### src/rtl/seg7_scan_driver_if.sv
// Display-side bundle for seg7_scan_driver: per-digit patterns in, muxed segment/anode pins out.
// i_brightness exists only when SEG7_SCAN_BRIGHTNESS_EN is defined.
interface seg7_scan_driver_if #(
  parameter int unsigned NUM_7SEGMENTS = 8
);
  logic [0:NUM_7SEGMENTS-1][6:0] i_hex;
`ifdef SEG7_SCAN_BRIGHTNESS_EN
  logic [3:0]                    i_brightness;
`endif
  logic [6:0]                    o_seg;
  logic [NUM_7SEGMENTS-1:0]      o_an;

`ifdef SEG7_SCAN_BRIGHTNESS_EN
  modport master (output i_hex, output i_brightness, input o_seg, input o_an);
  modport slave  (input i_hex, input i_brightness, output o_seg, output o_an);
`else
  modport master (output i_hex, input o_seg, input o_an);
  modport slave  (input i_hex, output o_seg, output o_an);
`endif
endinterface

### src/rtl/seg7_scan_driver.sv
// Time-multiplexed 7-segment scan driver with dead-time blanking between digits.
// Optional PWM brightness when SEG7_SCAN_BRIGHTNESS_EN is defined.
module seg7_scan_driver #(
  parameter int unsigned NUM_7SEGMENTS  = 8,
  parameter int unsigned SLOT_CYCLES    = 1000,
  parameter int unsigned DEAD_CYCLES    = 16,
  parameter bit          SEG_ACTIVE_LOW = 1'b1,
  parameter bit          AN_ACTIVE_LOW  = 1'b1
) (
  input  logic                 clk,
  input  logic                 n_rst,
  seg7_scan_driver_if.slave    bus
);

  localparam int unsigned SW = $clog2(SLOT_CYCLES);
  localparam int unsigned IW = $clog2(NUM_7SEGMENTS);

  localparam logic [6:0]               SEG_OFF = {7{SEG_ACTIVE_LOW}};
  localparam logic [NUM_7SEGMENTS-1:0] AN_OFF  = {NUM_7SEGMENTS{AN_ACTIVE_LOW}};

  typedef enum logic {BLANK, ON} state_t;

  state_t                   state_q, state_d;
  logic [SW-1:0]            slot_cnt_q, slot_cnt_d;
  logic [IW-1:0]            idx_q, idx_d;
  logic [6:0]               pat_q, pat_d;
  logic [6:0]               seg_q, seg_d;
  logic [NUM_7SEGMENTS-1:0] an_q, an_d;
  logic [NUM_7SEGMENTS-1:0] an_onehot;
  logic                     slot_wrap;
  logic                     last_blank;
  logic                     lit;

`ifdef SEG7_SCAN_BRIGHTNESS_EN
  logic [3:0] pwm_q, pwm_d;
  logic [3:0] bright_q, bright_d;
`endif

  always_comb begin
    slot_wrap  = (slot_cnt_q == SW'(SLOT_CYCLES - 1));
    last_blank = (slot_cnt_q == SW'(DEAD_CYCLES - 1));

    slot_cnt_d = slot_wrap ? '0 : slot_cnt_q + SW'(1);

    idx_d = idx_q;
    if (slot_wrap) begin
      idx_d = (idx_q == IW'(NUM_7SEGMENTS - 1)) ? '0 : idx_q + IW'(1);
    end

    state_d = state_q;
    case (state_q)
      BLANK:   if (last_blank) state_d = ON;
      ON:      if (slot_wrap)  state_d = BLANK;
      default: state_d = BLANK;
    endcase

    // Pattern is captured once per slot so mid-slot input changes wait for the next visit
    pat_d = last_blank ? bus.i_hex[idx_q] : pat_q;

`ifdef SEG7_SCAN_BRIGHTNESS_EN
    bright_d = last_blank ? bus.i_brightness : bright_q;
    pwm_d    = pwm_q;
    if (state_q == BLANK && last_blank) begin
      pwm_d = '0;
    end else if (state_q == ON) begin
      pwm_d = pwm_q + 4'd1;
    end
    lit = (state_q == ON) && ((bright_q == 4'hF) || (pwm_q < bright_q));
`else
    lit = (state_q == ON);
`endif

    an_onehot        = '0;
    an_onehot[idx_q] = 1'b1;

    an_d  = lit ? (AN_ACTIVE_LOW ? ~an_onehot : an_onehot) : AN_OFF;
    seg_d = lit ? (SEG_ACTIVE_LOW ? pat_q : ~pat_q) : SEG_OFF;
  end

  always_ff @(posedge clk or negedge n_rst) begin
    if (!n_rst) begin
      state_q    <= BLANK;
      slot_cnt_q <= '0;
      idx_q      <= '0;
      pat_q      <= '1;
      seg_q      <= SEG_OFF;
      an_q       <= AN_OFF;
`ifdef SEG7_SCAN_BRIGHTNESS_EN
      pwm_q      <= '0;
      bright_q   <= '0;
`endif
    end else begin
      state_q    <= state_d;
      slot_cnt_q <= slot_cnt_d;
      idx_q      <= idx_d;
      pat_q      <= pat_d;
      seg_q      <= seg_d;
      an_q       <= an_d;
`ifdef SEG7_SCAN_BRIGHTNESS_EN
      pwm_q      <= pwm_d;
      bright_q   <= bright_d;
`endif
    end
  end

  assign bus.o_seg = seg_q;
  assign bus.o_an  = an_q;

endmodule

### src/flat_wrapper.sv
// flat-port wrapper written by rule: the top's interface ports become plain ports
module seg7_scan_driver_flat 
#(
  parameter int unsigned NUM_7SEGMENTS  = 8,
  parameter int unsigned SLOT_CYCLES    = 1000,
  parameter int unsigned DEAD_CYCLES    = 16,
  parameter bit          SEG_ACTIVE_LOW = 1'b1,
  parameter bit          AN_ACTIVE_LOW  = 1'b1
)
  (clk, n_rst, bus_i_hex, bus_o_seg, bus_o_an);
  seg7_scan_driver_if #(.NUM_7SEGMENTS(NUM_7SEGMENTS)) bus_i ();
  input  logic clk;
  input  logic n_rst;
  input wire logic [$bits(bus_i.i_hex)-1:0] bus_i_hex;
  output wire logic [$bits(bus_i.o_seg)-1:0] bus_o_seg;
  output wire logic [$bits(bus_i.o_an)-1:0] bus_o_an;
  assign bus_i.i_hex = bus_i_hex;
  assign bus_o_seg = bus_i.o_seg;
  assign bus_o_an = bus_i.o_an;
  seg7_scan_driver #(.NUM_7SEGMENTS(NUM_7SEGMENTS), .SLOT_CYCLES(SLOT_CYCLES), .DEAD_CYCLES(DEAD_CYCLES), .SEG_ACTIVE_LOW(SEG_ACTIVE_LOW), .AN_ACTIVE_LOW(AN_ACTIVE_LOW)) u_core (.clk(clk), .n_rst(n_rst), .bus(bus_i));
endmodule
### config.mk
export PLATFORM = sky130hd
export DESIGN_NAME = seg7_scan_driver_flat
export DESIGN_NICKNAME = d
export VERILOG_FILES = /design/src/rtl/seg7_scan_driver_if.sv /design/src/rtl/seg7_scan_driver.sv /design/src/flat_wrapper.sv
export SDC_FILE = /design/constraint.sdc
export NUM_CORES = 1
export LEC_CHECK = 0
export BUFFER_PORTS_ARGS = -buffer_cell sky130_fd_sc_hd__buf_2
export CAP_MARGIN = 20
export CORE_MARGIN = 1
export CORE_UTILIZATION = 35
export DETAILED_ROUTE_END_ITERATION = 6
export GPL_TIMING_DRIVEN = 0
export RECOVER_POWER = 25
export SETUP_SLACK_MARGIN = 0.1
export SYNTH_ARGS = -nofsm -noshare
export SYNTH_HDL_FRONTEND = slang
export SYNTH_SLANG_ARGS = --single-unit
### constraint.sdc
create_clock -name clk -period 5.2 [get_ports clk]
set_input_delay 0 -clock clk [delete_from_list [all_inputs] [get_ports clk]]
set_output_delay 0 -clock clk [all_outputs]
set_load 0.02 [all_outputs]
==> metrics.txt <==
# TYPE chip_impl_metric gauge
chip_impl_info{name="run_status",value="finished, violations left"} 1
chip_impl_info{name="violations",value="max-capacitance violations, max-slew violations"} 1
chip_impl_metric{name="yosys.area.top_type_share",unit="%"} 30.1
chip_impl_info{name="most-common-layout-cells",value="buf_2, mux2i_1, dfstp_2"} 1
chip_impl_metric{name="post_dp_cell_area",unit="um^2"} 2370
chip_impl_info{name="unrepaired_setup_endpoints_after_global_routing",value="no"} 1
chip_impl_metric{name="routed-via-count",unit=""} 1426
chip_impl_metric{name="synth.mux.area_fraction",unit="%"} 29.0
chip_impl_metric{name="cts.sink_count",unit=""} 36
chip_impl_info{name="hp-class",value="primary input to flip-flop"} 1
chip_impl_metric{name="syn-cell-area",unit="um^2"} 1920
chip_impl_metric{name="grt_pass1_wl",unit="um"} 6380
chip_impl_metric{name="drt_iter0_markers",unit=""} 42
chip_impl_metric{name="synthSimpleGateAreaFrac",unit="%"} 12.1
chip_impl_info{name="tritoncts",value="done"} 1
chip_impl_metric{name="worst-endpoint-required",unit="ns"} 5.41
chip_impl_metric{name="floorplan.die.width",unit="um"} 76.0
chip_impl_info{name="synth_flop_cell",value="dfstp_2"} 1
chip_impl_info{name="worstSetupStartpointType",value="flip-flop"} 1
chip_impl_metric{name="max-vdd-ir-drop",unit="mV"} 0.109
chip_impl_metric{name="seq_area",unit="um^2"} 928
chip_impl_metric{name="r2r_slack",unit="ns"} 3.27
chip_impl_metric{name="design.die.area",unit="um^2"} 5780
chip_impl_metric{name="multi_input_area",unit="um^2"} 908
chip_impl_metric{name="cts.htree.levels",unit=""} 2
chip_impl_metric{name="number_of_register_bits_inferred_by_synthesis",unit=""} 36
chip_impl_metric{name="period_needed",unit="ns"} 1.93
chip_impl_info{name="synth_top_family_by_area",value="multiplexers"} 1
chip_impl_metric{name="fin_tns_setup",unit="ns"} 0
chip_impl_info{name="kind_of_end_point_of_the_critical_path",value="flip-flop"} 1
chip_impl_metric{name="final_slew_viol_count",unit=""} 37
chip_impl_metric{name="largest_net_degree_at_the_start_of_global_routing",unit=""} 37
chip_impl_metric{name="synthXorXnorAreaFrac",unit="%"} 1.37
chip_impl_metric{name="vias_per_cell",unit=""} 4.75
chip_impl_metric{name="pin_count",unit=""} 73
chip_impl_metric{name="syn_inst",unit=""} 149
chip_impl_metric{name="final_net_count",unit=""} 290
chip_impl_metric{name="min_period_over_period",unit="%"} 37.1
chip_impl_metric{name="crit_fanout",unit=""} 7
chip_impl_metric{name="syn_area_per_cell",unit="um^2"} 12.9
chip_impl_metric{name="gp_routability_congestion",unit=""} 0.733
chip_impl_metric{name="pwrdens",unit="nW/um^2"} 218
chip_impl_metric{name="worst_slew_pin_slew",unit="ns"} 1.77
chip_impl_metric{name="number_of_clock_buffers_inserted_by_tritoncts",unit=""} 5
chip_impl_metric{name="drc",unit=""} 0
chip_impl_metric{name="floorplan.initialDensity",unit="%"} 36.9
chip_impl_metric{name="compound_cell_area_share_of_the_yosys_netlist",unit="%"} 2.87
chip_impl_metric{name="core",unit="um^2"} 5200
chip_impl_metric{name="fin_area",unit="um^2"} 2470
chip_impl_metric{name="p_leak",unit="nW"} 1.07
chip_impl_metric{name="dp_hpwl",unit="um"} 2850
chip_impl_metric{name="worst_setup_hold_path_clk_slew",unit="ns"} 0.07
chip_impl_metric{name="part_of_the_yosys_area_used_for_sequential_elements",unit="%"} 48.4
chip_impl_metric{name="cell_count_post_placement",unit=""} 291
chip_impl_metric{name="finalHoldViolations",unit=""} 0
chip_impl_metric{name="first_global_vias",unit=""} 1446
chip_impl_metric{name="routed_wire_length_per_instance",unit="um"} 12.3
chip_impl_metric{name="max_freq",unit="MHz"} 519
chip_impl_metric{name="antenna_found_initial",unit=""} 0
chip_impl_metric{name="global_route.overflow_total",unit=""} 0
chip_impl_metric{name="postSynth.asyncResetShare",unit="%"} 100
chip_impl_metric{name="power",unit="uW"} 539
chip_impl_metric{name="groute.usage.overall",unit="%"} 14.2
chip_impl_metric{name="port-buffer-count",unit=""} 72
chip_impl_metric{name="final.hold.worst_slack",unit="ns"} 0.228
chip_impl_metric{name="synthAdderAreaFrac",unit="%"} 1.96
chip_impl_metric{name="final-setup-viol-count",unit=""} 0
chip_impl_info{name="worst-setup-path-type",value="flip-flop to flip-flop"} 1
chip_impl_info{name="final_common_cell",value="buf_2"} 1
chip_impl_metric{name="maxCapViolCount",unit=""} 1
chip_impl_metric{name="final_layout_size_suffix_gt1_share",unit="%"} 53.5
chip_impl_metric{name="insertion_delay",unit="ns"} 0.28
chip_impl_metric{name="cts.path.max_buffers",unit=""} 2
chip_impl_metric{name="drt-total-wl",unit="um"} 3690
chip_impl_info{name="synth_area_leader_cell",value="dfstp_2"} 1
chip_impl_info{name="netlist_top_cells_area",value="dfstp_2, dfrtp_1, mux2i_1"} 1
chip_impl_info{name="clock_tree.root_cell",value="clkbuf_8"} 1
chip_impl_metric{name="synth_edf_count",unit=""} 0
chip_impl_metric{name="synthToLayoutAreaGrowth",unit="%"} 28.6
chip_impl_metric{name="drt-pass1-iter-count",unit=""} 4
chip_impl_metric{name="synth.yosys.warnings",unit=""} 0
chip_impl_metric{name="antenna_left",unit=""} 0
chip_impl_metric{name="num-fill-cells",unit=""} 481
chip_impl_metric{name="number_of_diodes_added_for_antenna_fixing",unit=""} 0
chip_impl_metric{name="floorplan.rows",unit=""} 26
chip_impl_metric{name="worst_ep_arrival_time",unit="ns"} 2.14
chip_impl_metric{name="finClkSkew",unit="ns"} 0.00357
chip_impl_metric{name="yosysUniqueCellTypes",unit=""} 34
chip_impl_metric{name="final_cell_count_without_fillers",unit=""} 300
chip_impl_metric{name="synth_nets",unit=""} 210
chip_impl_metric{name="chipHeight",unit="um"} 76.0
chip_impl_metric{name="timing.slew.headroom",unit="%"} -17.9
-- layout make-up --
| class | instances | area share [%] |
|---|---|---|
| inverters | 6 | 0.913 |
| multi-input cells | 98 | 36.8 |
| plain buffers | 9 | 2.38 |
| well taps | 70 | 3.55 |
| repair buffers | 73 | 15.0 |
| flip-flops and latches | 36 | 37.6 |
| clock buffers | 6 | 3.35 |
| clock inverters | 2 | 0.406 |
-- registers in the layout (all words and copies together) (netlist names) --
register           cells
u_core.pat_q           7
u_core.bus.o_an        8
u_core.lit             1
u_core.bus.o_seg       7
u_core.slot_cnt_q     10
u_core.idx_q           3
-- layer usage --
| layer | wire [um] | part of all wire [%] | GRT usage [%] | vias up |
|---|---|---|---|---|
| met2 | 1760 | 48 | 23.5 | 49 |
| met4 | 85 | 2.3 | 6.92 | 0 |
| li1 | - | - | - | 704 |
| met5 | 0 | 0 | 0 | - |
| met1 | 1670 | 45 | 17.6 | 668 |
| met3 | 168 | 4.6 | 2.99 | 5 |
-- report_power, final --
part,switching (mW),leakage (nW),internal (mW)
clock,0.0930,0.0510,0.106
combinational,0.0208,0.610,0.0277
sequential,0.00152,0.407,0.290
-- metrics by stage --
step,worst slack (ns),util [%]
2_1_floorplan,3.42,-
3_3_place_gp,3.28,45.5
3_5_place_dp,3.29,45.5
4_1_cts,3.27,47.4
5_1_grt,3.06,47.4
6_report,3.27,47.4
-- logic make-up after synthesis --
kind of cell | after synthesis
AOI/OAI and AO/OA | 10
xor gates and xnor gates | 3
adders and majority gates | 3
buffers and inverters | 15
DFF | 36
muxes | 42
and+or+nand+nor | 40
-- final timing paths --
kind	startpoint	to	depth (start not counted)
min reg2reg	u_core.lit	u_core.bus.o_seg[2]	1
min in group asynchronous	n_rst	u_core.slot_cnt_q[6]	2
max in group asynchronous	n_rst	u_core.lit	2
min	bus_i_hex[55]	u_core.pat_q[6]	4
max	u_core.slot_cnt_q[4]	u_core.pat_q[2]	3
max reg2reg	u_core.slot_cnt_q[4]	u_core.pat_q[2]	3
-- cells in the mapped netlist (all sizes together), types with 4 or more instances --
| master | number |
|---|---|
| mux2 | 7 |
| a21oi | 5 |
| inv | 6 |
| buf | 5 |
| mux2i | 26 |
| dfstp | 22 |
| nand3 | 7 |
| mux4 | 9 |
| nor2b | 4 |
| clkbuf | 4 |
| nand2 | 10 |
| or4 | 4 |
| nor2 | 4 |
| dfrtp | 14 |
-- critical path, cell delays in order, from the launching register on --
cell and delay, ns:
dfrtp_1 0.43, or4_4 0.57, nor4_4 0.50, mux2_4 0.35
-- timing repair --
| action | in CTS | in global routing |
|---|---|---|
| setup buffers | 0 | 0 |
| gates resized for setup | 0 | 0 |
| hold buffers | 1 | 0 |
| hold endpoints to repair | 14 | 0 |
No activity file was read; power rests on OpenSTA's default activity.
